[src/rtl/alu_opstage_pkg.sv]
// Shared types and constants for the ALU operand stage: operand-select enums,
// the per-slot record, and the ALU opcode encodings.
package alu_opstage_pkg;

  localparam int OPS_XLEN   = 32;
  localparam int OPS_REG_AW = 5;

  localparam logic [3:0] OP_ADD  = 4'd0;
  localparam logic [3:0] OP_SUB  = 4'd1;
  localparam logic [3:0] OP_SLT  = 4'd2;
  localparam logic [3:0] OP_SLTU = 4'd3;
  localparam logic [3:0] OP_XOR  = 4'd4;
  localparam logic [3:0] OP_OR   = 4'd5;
  localparam logic [3:0] OP_AND  = 4'd6;
  localparam logic [3:0] OP_SLL  = 4'd7;
  localparam logic [3:0] OP_SRL  = 4'd8;
  localparam logic [3:0] OP_SRA  = 4'd9;

  typedef enum logic [1:0] {
    OPA_RS1  = 2'b00,
    OPA_PC   = 2'b01,
    OPA_ZERO = 2'b10,
    OPA_RSVD = 2'b11
  } op_a_sel_e;

  typedef enum logic {
    OPB_RS2 = 1'b0,
    OPB_IMM = 1'b1
  } op_b_sel_e;

  typedef struct packed {
    logic                  valid;
    logic [OPS_REG_AW-1:0] rs1_addr;
    logic [OPS_REG_AW-1:0] rs2_addr;
    logic [OPS_XLEN-1:0]   rs1_val;
    logic [OPS_XLEN-1:0]   rs2_val;
    logic [OPS_XLEN-1:0]   pc;
    logic [OPS_XLEN-1:0]   imm;
    op_a_sel_e             a_sel;
    op_b_sel_e             b_sel;
    logic [3:0]            alu_op;
    logic [OPS_REG_AW-1:0] rd_addr;
    logic                  rd_wren;
  } opstage_entry_t;

endpackage

[src/rtl/opstage_slot.sv]
// One buffer slot of the operand stage. Whatever the slot will hold next
// (new load or retained contents) sees the write-back snoop before being stored.
module opstage_slot
  import alu_opstage_pkg::*;
(
  input  logic                  clk,
  input  logic                  reset,
  input  logic                  flush,
  input  logic                  load,
  input  logic                  clear,
  input  opstage_entry_t        load_entry,
  input  logic                  wb_wren,
  input  logic [OPS_REG_AW-1:0] wb_addr,
  input  logic [OPS_XLEN-1:0]   wb_data,
  output opstage_entry_t        entry
);

  opstage_entry_t base;
  opstage_entry_t next_entry;
  logic           wb_hit;

  // Capture-time forwarding and hold-time snooping are the same operation,
  // applied to whichever record is about to be stored; x0 never matches.
  always_comb begin
    wb_hit     = wb_wren && (wb_addr != '0);
    base       = load ? load_entry : entry;
    next_entry = base;
    if (clear && !load) begin
      next_entry.valid = 1'b0;
    end
    if (base.valid && wb_hit && (wb_addr == base.rs1_addr)) begin
      next_entry.rs1_val = wb_data;
    end
    if (base.valid && wb_hit && (wb_addr == base.rs2_addr)) begin
      next_entry.rs2_val = wb_data;
    end
    if (flush) begin
      next_entry.valid = 1'b0;
    end
  end

  always_ff @(posedge clk or posedge reset) begin
    if (reset) begin
      entry <= '0;
    end else begin
      entry <= next_entry;
    end
  end

endmodule

[src/rtl/alu_operand_stage.sv]
// Two-slot skid buffer in front of the ALU with write-back forwarding/snooping.
// Define ALU_OPSTAGE_PERF_EN to add the o_stall_cnt backpressure counter.
module alu_operand_stage
  import alu_opstage_pkg::*;
#(
  parameter int XLEN   = OPS_XLEN,
  parameter int REG_AW = OPS_REG_AW
) (
  input  logic              i_clk,
  input  logic              i_reset,
  input  logic              i_flush,
  input  logic              i_in_valid,
  output logic              o_in_ready,
  input  logic [REG_AW-1:0] i_rs1_addr,
  input  logic [REG_AW-1:0] i_rs2_addr,
  input  logic [XLEN-1:0]   i_rs1_data,
  input  logic [XLEN-1:0]   i_rs2_data,
  input  logic [XLEN-1:0]   i_pc,
  input  logic [XLEN-1:0]   i_imm,
  input  logic [1:0]        i_op_a_sel,
  input  logic              i_op_b_sel,
  input  logic [3:0]        i_alu_op,
  input  logic [REG_AW-1:0] i_rd_addr,
  input  logic              i_rd_wren,
  input  logic              i_wb_wren,
  input  logic [REG_AW-1:0] i_wb_addr,
  input  logic [XLEN-1:0]   i_wb_data,
  output logic              o_out_valid,
  input  logic              i_out_ready,
  output logic [XLEN-1:0]   o_op_a,
  output logic [XLEN-1:0]   o_op_b,
  output logic [3:0]        o_alu_op,
  output logic [REG_AW-1:0] o_rd_addr,
  output logic              o_rd_wren
`ifdef ALU_OPSTAGE_PERF_EN
  ,
  output logic [31:0]       o_stall_cnt
`endif
);

  opstage_entry_t in_entry;
  opstage_entry_t m_q;
  opstage_entry_t s_q;
  opstage_entry_t m_src;
  logic           accept;
  logic           m_xfer;
  logic           m_load;
  logic           m_clear;
  logic           s_load;
  logic           s_clear;

  always_comb begin
    in_entry          = '0;
    in_entry.valid    = 1'b1;
    in_entry.rs1_addr = i_rs1_addr;
    in_entry.rs2_addr = i_rs2_addr;
    in_entry.rs1_val  = i_rs1_data;
    in_entry.rs2_val  = i_rs2_data;
    in_entry.pc       = i_pc;
    in_entry.imm      = i_imm;
    in_entry.a_sel    = op_a_sel_e'(i_op_a_sel);
    in_entry.b_sel    = op_b_sel_e'(i_op_b_sel);
    in_entry.alu_op   = i_alu_op;
    in_entry.rd_addr  = i_rd_addr;
    in_entry.rd_wren  = i_rd_wren;
  end

  // S is a register, so ready is registered; accept can never coincide with S full.
  assign o_in_ready  = !s_q.valid;
  assign o_out_valid = m_q.valid;
  assign accept      = i_in_valid && o_in_ready;
  assign m_xfer      = m_q.valid && i_out_ready;

  // Slot steering: S refills M first, otherwise new input goes to the free slot.
  always_comb begin
    m_load  = 1'b0;
    m_clear = 1'b0;
    s_load  = 1'b0;
    s_clear = 1'b0;
    m_src   = in_entry;
    if (m_xfer && s_q.valid) begin
      m_load  = 1'b1;
      m_src   = s_q;
      s_clear = 1'b1;
    end else if (accept && (!m_q.valid || m_xfer)) begin
      m_load = 1'b1;
    end else if (accept) begin
      s_load = 1'b1;
    end else if (m_xfer) begin
      m_clear = 1'b1;
    end
  end

  opstage_slot u_slot_m (
    .clk        (i_clk),
    .reset      (i_reset),
    .flush      (i_flush),
    .load       (m_load),
    .clear      (m_clear),
    .load_entry (m_src),
    .wb_wren    (i_wb_wren),
    .wb_addr    (i_wb_addr),
    .wb_data    (i_wb_data),
    .entry      (m_q)
  );

  opstage_slot u_slot_s (
    .clk        (i_clk),
    .reset      (i_reset),
    .flush      (i_flush),
    .load       (s_load),
    .clear      (s_clear),
    .load_entry (in_entry),
    .wb_wren    (i_wb_wren),
    .wb_addr    (i_wb_addr),
    .wb_data    (i_wb_data),
    .entry      (s_q)
  );

  // Outputs are forced to zero whenever M holds nothing.
  always_comb begin
    o_op_a    = '0;
    o_op_b    = '0;
    o_alu_op  = '0;
    o_rd_addr = '0;
    o_rd_wren = 1'b0;
    if (m_q.valid) begin
      case (m_q.a_sel)
        OPA_RS1: o_op_a = m_q.rs1_val;
        OPA_PC:  o_op_a = m_q.pc;
        default: o_op_a = '0;
      endcase
      o_op_b    = (m_q.b_sel == OPB_IMM) ? m_q.imm : m_q.rs2_val;
      o_alu_op  = m_q.alu_op;
      o_rd_addr = m_q.rd_addr;
      o_rd_wren = m_q.rd_wren;
    end
  end

`ifdef ALU_OPSTAGE_PERF_EN
  always_ff @(posedge i_clk or posedge i_reset) begin
    if (i_reset) begin
      o_stall_cnt <= '0;
    end else if (i_flush) begin
      o_stall_cnt <= '0;
    end else if (m_q.valid && !i_out_ready && (o_stall_cnt != 32'hFFFF_FFFF)) begin
      o_stall_cnt <= o_stall_cnt + 32'd1;
    end
  end
`endif

endmodule

[config.mk]
export PLATFORM = sky130hd
export DESIGN_NAME = alu_operand_stage
export DESIGN_NICKNAME = d
export VERILOG_FILES = /design/src/rtl/alu_opstage_pkg.sv /design/src/rtl/opstage_slot.sv /design/src/rtl/alu_operand_stage.sv
export SDC_FILE = /design/constraint.sdc
export NUM_CORES = 1
export LEC_CHECK = 0
export ABC_AREA = 1
export CAP_MARGIN = 20
export CORE_MARGIN = 3
export CORE_UTILIZATION = 55
export DETAILED_ROUTE_END_ITERATION = 10
export GPL_ROUTABILITY_DRIVEN = 0
export PLACE_DENSITY = 0.9
export REMOVE_ABC_BUFFERS = 1
export SLEW_MARGIN = 20
export SYNTH_ARGS = -nofsm -noshare
export SYNTH_HDL_FRONTEND = slang
export SYNTH_SLANG_ARGS = --single-unit
[constraint.sdc]
create_clock -name i_clk -period 13.2 [get_ports i_clk]
set_input_delay 2.64 -clock i_clk [delete_from_list [all_inputs] [get_ports i_clk]]
set_output_delay 2.64 -clock i_clk [all_outputs]
set_load 0.01 [all_outputs]
==> flow_summary.toml <==
[status]
run_status = "finished, final reports clean"

[final_layout]
layout-drive-gt1-share_pct = 3.71
layout.cells.most_common = "nand2_1"
most_used_cells_in_the_layout_excluding_fill_and_tap_cells = "nand2_1 (590), o21ai_0 (397), nand3_1 (347), dfrtp_1 (301), clkdlybuf4s50_1 (269)"
filler_cell_count = 2353
synthToLayoutAreaGrowth_pct = 21.8
finish.utilization_pct = 68.4
num-nets-final = 2673
final_design_area_no_fill_sq_mm = 0.0204
post_layout_cell_count = 2895

[floorplanning]
area_of_the_core_region_sq_mm = 0.0299
fp.dieH_um = 181
initial_core_util_pct = 56.2
die_area_sq_mm = 0.0326
fp-row-count = 63
floorplan_die_width_um = 181
ios = 270

[clock_network]
cts_tree = "yes"
ctsResizeCount = 0
cts_buffer_depth = 3
total_of_hold_buffers_inserted_after_clock_tree_synthesis = 0
tritoncts.num_buffers = 35
cts-root-buf = "clkbuf_16"
worst_setup_hold_path_clk_slew_ns = 0.06
post_cts_buffers = 0
worstSkewPairLatency_ns = 0.51
clock_sinks = 304
ctsHtreeMaxLevel = 2

[sta]
maxSlewHeadroom_pct = 23.9
report.final.slew_viol_count = 0
final.setup.tns_ns = 0
rsz0062_at_grt = "no"
setup-violations-final = 0
report.final.hold_viol_count = 0
min_period_over_period_pct = 56.9
timing_worst_slew_pin_value_ns = 1.14
finClkSkew_ns = 0.0184
whs_ns = 0.474
layout_min_cycle_time_ns = 7.51
timing.fmax_ghz = 0.133

[pwr]
static-leakage-power_nw = 10.2
cellPowerDensity_mw_per_mm2 = 138
max-vdd-ir-drop_v = 0.0000757

[worst_setup_path]
crit_path_cell_trace = "clkdlybuf4s50_1 -> inv_2 -> nand2_2 -> nand2_4 -> buf_4 -> nand2_4 -> nand2_1 -> nand2_1 -> nand2_1 -> nand2_1 -> nor2_4 -> nand3_4 -> nand3_1 -> nand2_1"
critical_path.startpoint_type = "input pin"
timing.critical_path.slowest_cell_delay_ns = 0.87
crit_buf_inv = 3
crit_arrival_ns = 7.89
cp_top_family = "simple AND/OR/NAND/NOR gates"
critical_path_required_ns = 13.58
critical_path.slowest_cell = "nand3_4"
worst_setup_path_end_kind = "flop"
critPathMaxFanout = 86
crit_top_cell = "nand2_1"
path_class = "in2reg"

[place]
detailedPlacementHpwl_um = 32600
buffer_ports.inserted = 269
dpl-instance-area_sq_mm = 0.0193
place_inst = 2832

[routing]
first_iter_violations = 2264
detail_route.wl_per_cell_um = 18.6
route.final.wire_length_um = 53900
vias = 17400
route.antenna.remaining_nets = 0
drt-vias-per-instance = 6.01
drc = 0
drt-pass1-iter-count = 7

[synth]
yosys_warnings = 0
seq_area_frac_synth_pct = 45.3
postSynthRegisterBits = 304
syn_area_sq_mm = 0.0168
netlist_instances = 2345
yosys.cell_types.count = 27
synth_area_per_cell_sq_um = 7.16

[global_routing]
global_route_usage_sum_pct = 31.9
initial_antenna_violation_count = 3
global_route_wire_length_before_repair_um = 86100
maximum_number_of_pins_on_one_net_before_global_route_repair = 171
grt_overflow = 0
first_global_vias = 17200

[min_path]
worstHoldPathType = "reg2reg"

[job]
max_cap_viol = 0
==> cells in the mapped netlist, drive strengths merged <==
library cell	number	area share, %
and3	1	0.037
clkbuf	107	2.4
a311oi	1	0.052
nand3b	9	0.43
o211ai	2	0.089
nand2	594	13
dfrtp	304	45
inv	234	5.2
nand4	74	2.8
nor3b	1	0.045
nand3	352	11
nor2	147	3.7
buf	77	2.6
a21oi	35	1.0
o21ai	407	12
==> tightest hold or removal path: stages (launching register included) <==
cell and delay (ns):
dfrtp_1 0.34, nand2_1 0.05, nand2_1 0.05
==> layer usage <==
layer,share of wire [%],track usage [%],vias to the layer above
li1,-,-,7917
met1,39,42.4,8222
met2,46,51.2,1094
met3,11,7.19,169
met4,3.8,12.6,4
met5,0.043,0,-
==> metrics by stage <==
| stage | worst slack [ns] | power, mW |
|---|---|---|
| 2_1_floorplan | 2.16 | 1.58 |
| 3_3_place_gp | 5.65 | 1.81 |
| 3_5_place_dp | 5.41 | 1.85 |
| 4_1_cts | 5.90 | 2.81 |
| 5_1_grt | 5.45 | 2.95 |
| 6_report | 5.69 | 2.82 |
==> power by group <==
group | switching [mW] | internal [mW]
clock | 0.388 | 0.578
sequential | 0.117 | 1.13
combinational | 0.379 | 0.227
==> logic make-up after synthesis <==
group	count (synthesis)	share of synthesized area, %
AOI/OAI and AO/OA	445	13.3
buffers and inverters	418	10.2
DFF	304	45.3
and+or+nand+nor	1178	31.1
==> worst paths after layout <==
path                                           from                 end  slack [ns]  depth (start not counted)
worst max-delay path                    i_out_ready  u_slot_m.entry[81]        5.69                         14
max in group asynchronous                   i_reset  u_slot_m.entry[11]        8.93                          3
worst min register to register   u_slot_m.entry[51]  u_slot_m.entry[51]        0.47                          2
min in group asynchronous                   i_reset   u_slot_m.entry[9]        2.77                          2
worst max register to register  u_slot_m.entry[151]  u_slot_m.entry[81]        7.76                         13
worst min-delay path             u_slot_m.entry[51]  u_slot_m.entry[51]        0.47                          2
==> layout make-up <==
type | count | area, sq um | area share [%]
Tap cell | 390 | 488 | 2.39
Multi-Input combinational cell | 1623 | 7510 | 36.7
Sequential cell | 304 | 7610 | 37.2
Timing Repair Buffer | 281 | 2810 | 13.7
Clock buffer | 56 | 1080 | 5.27
Antenna cell | 1 | 2.50 | 0.0122
Inverter | 234 | 890 | 4.35
Clock inverter | 6 | 58.8 | 0.288
==> flip-flops by register name, indices dropped and copies added, names as in the netlist <==
register        cells
u_slot_s.entry    152
u_slot_m.entry    152
Note: power is estimated with default switching activity, not from simulation.
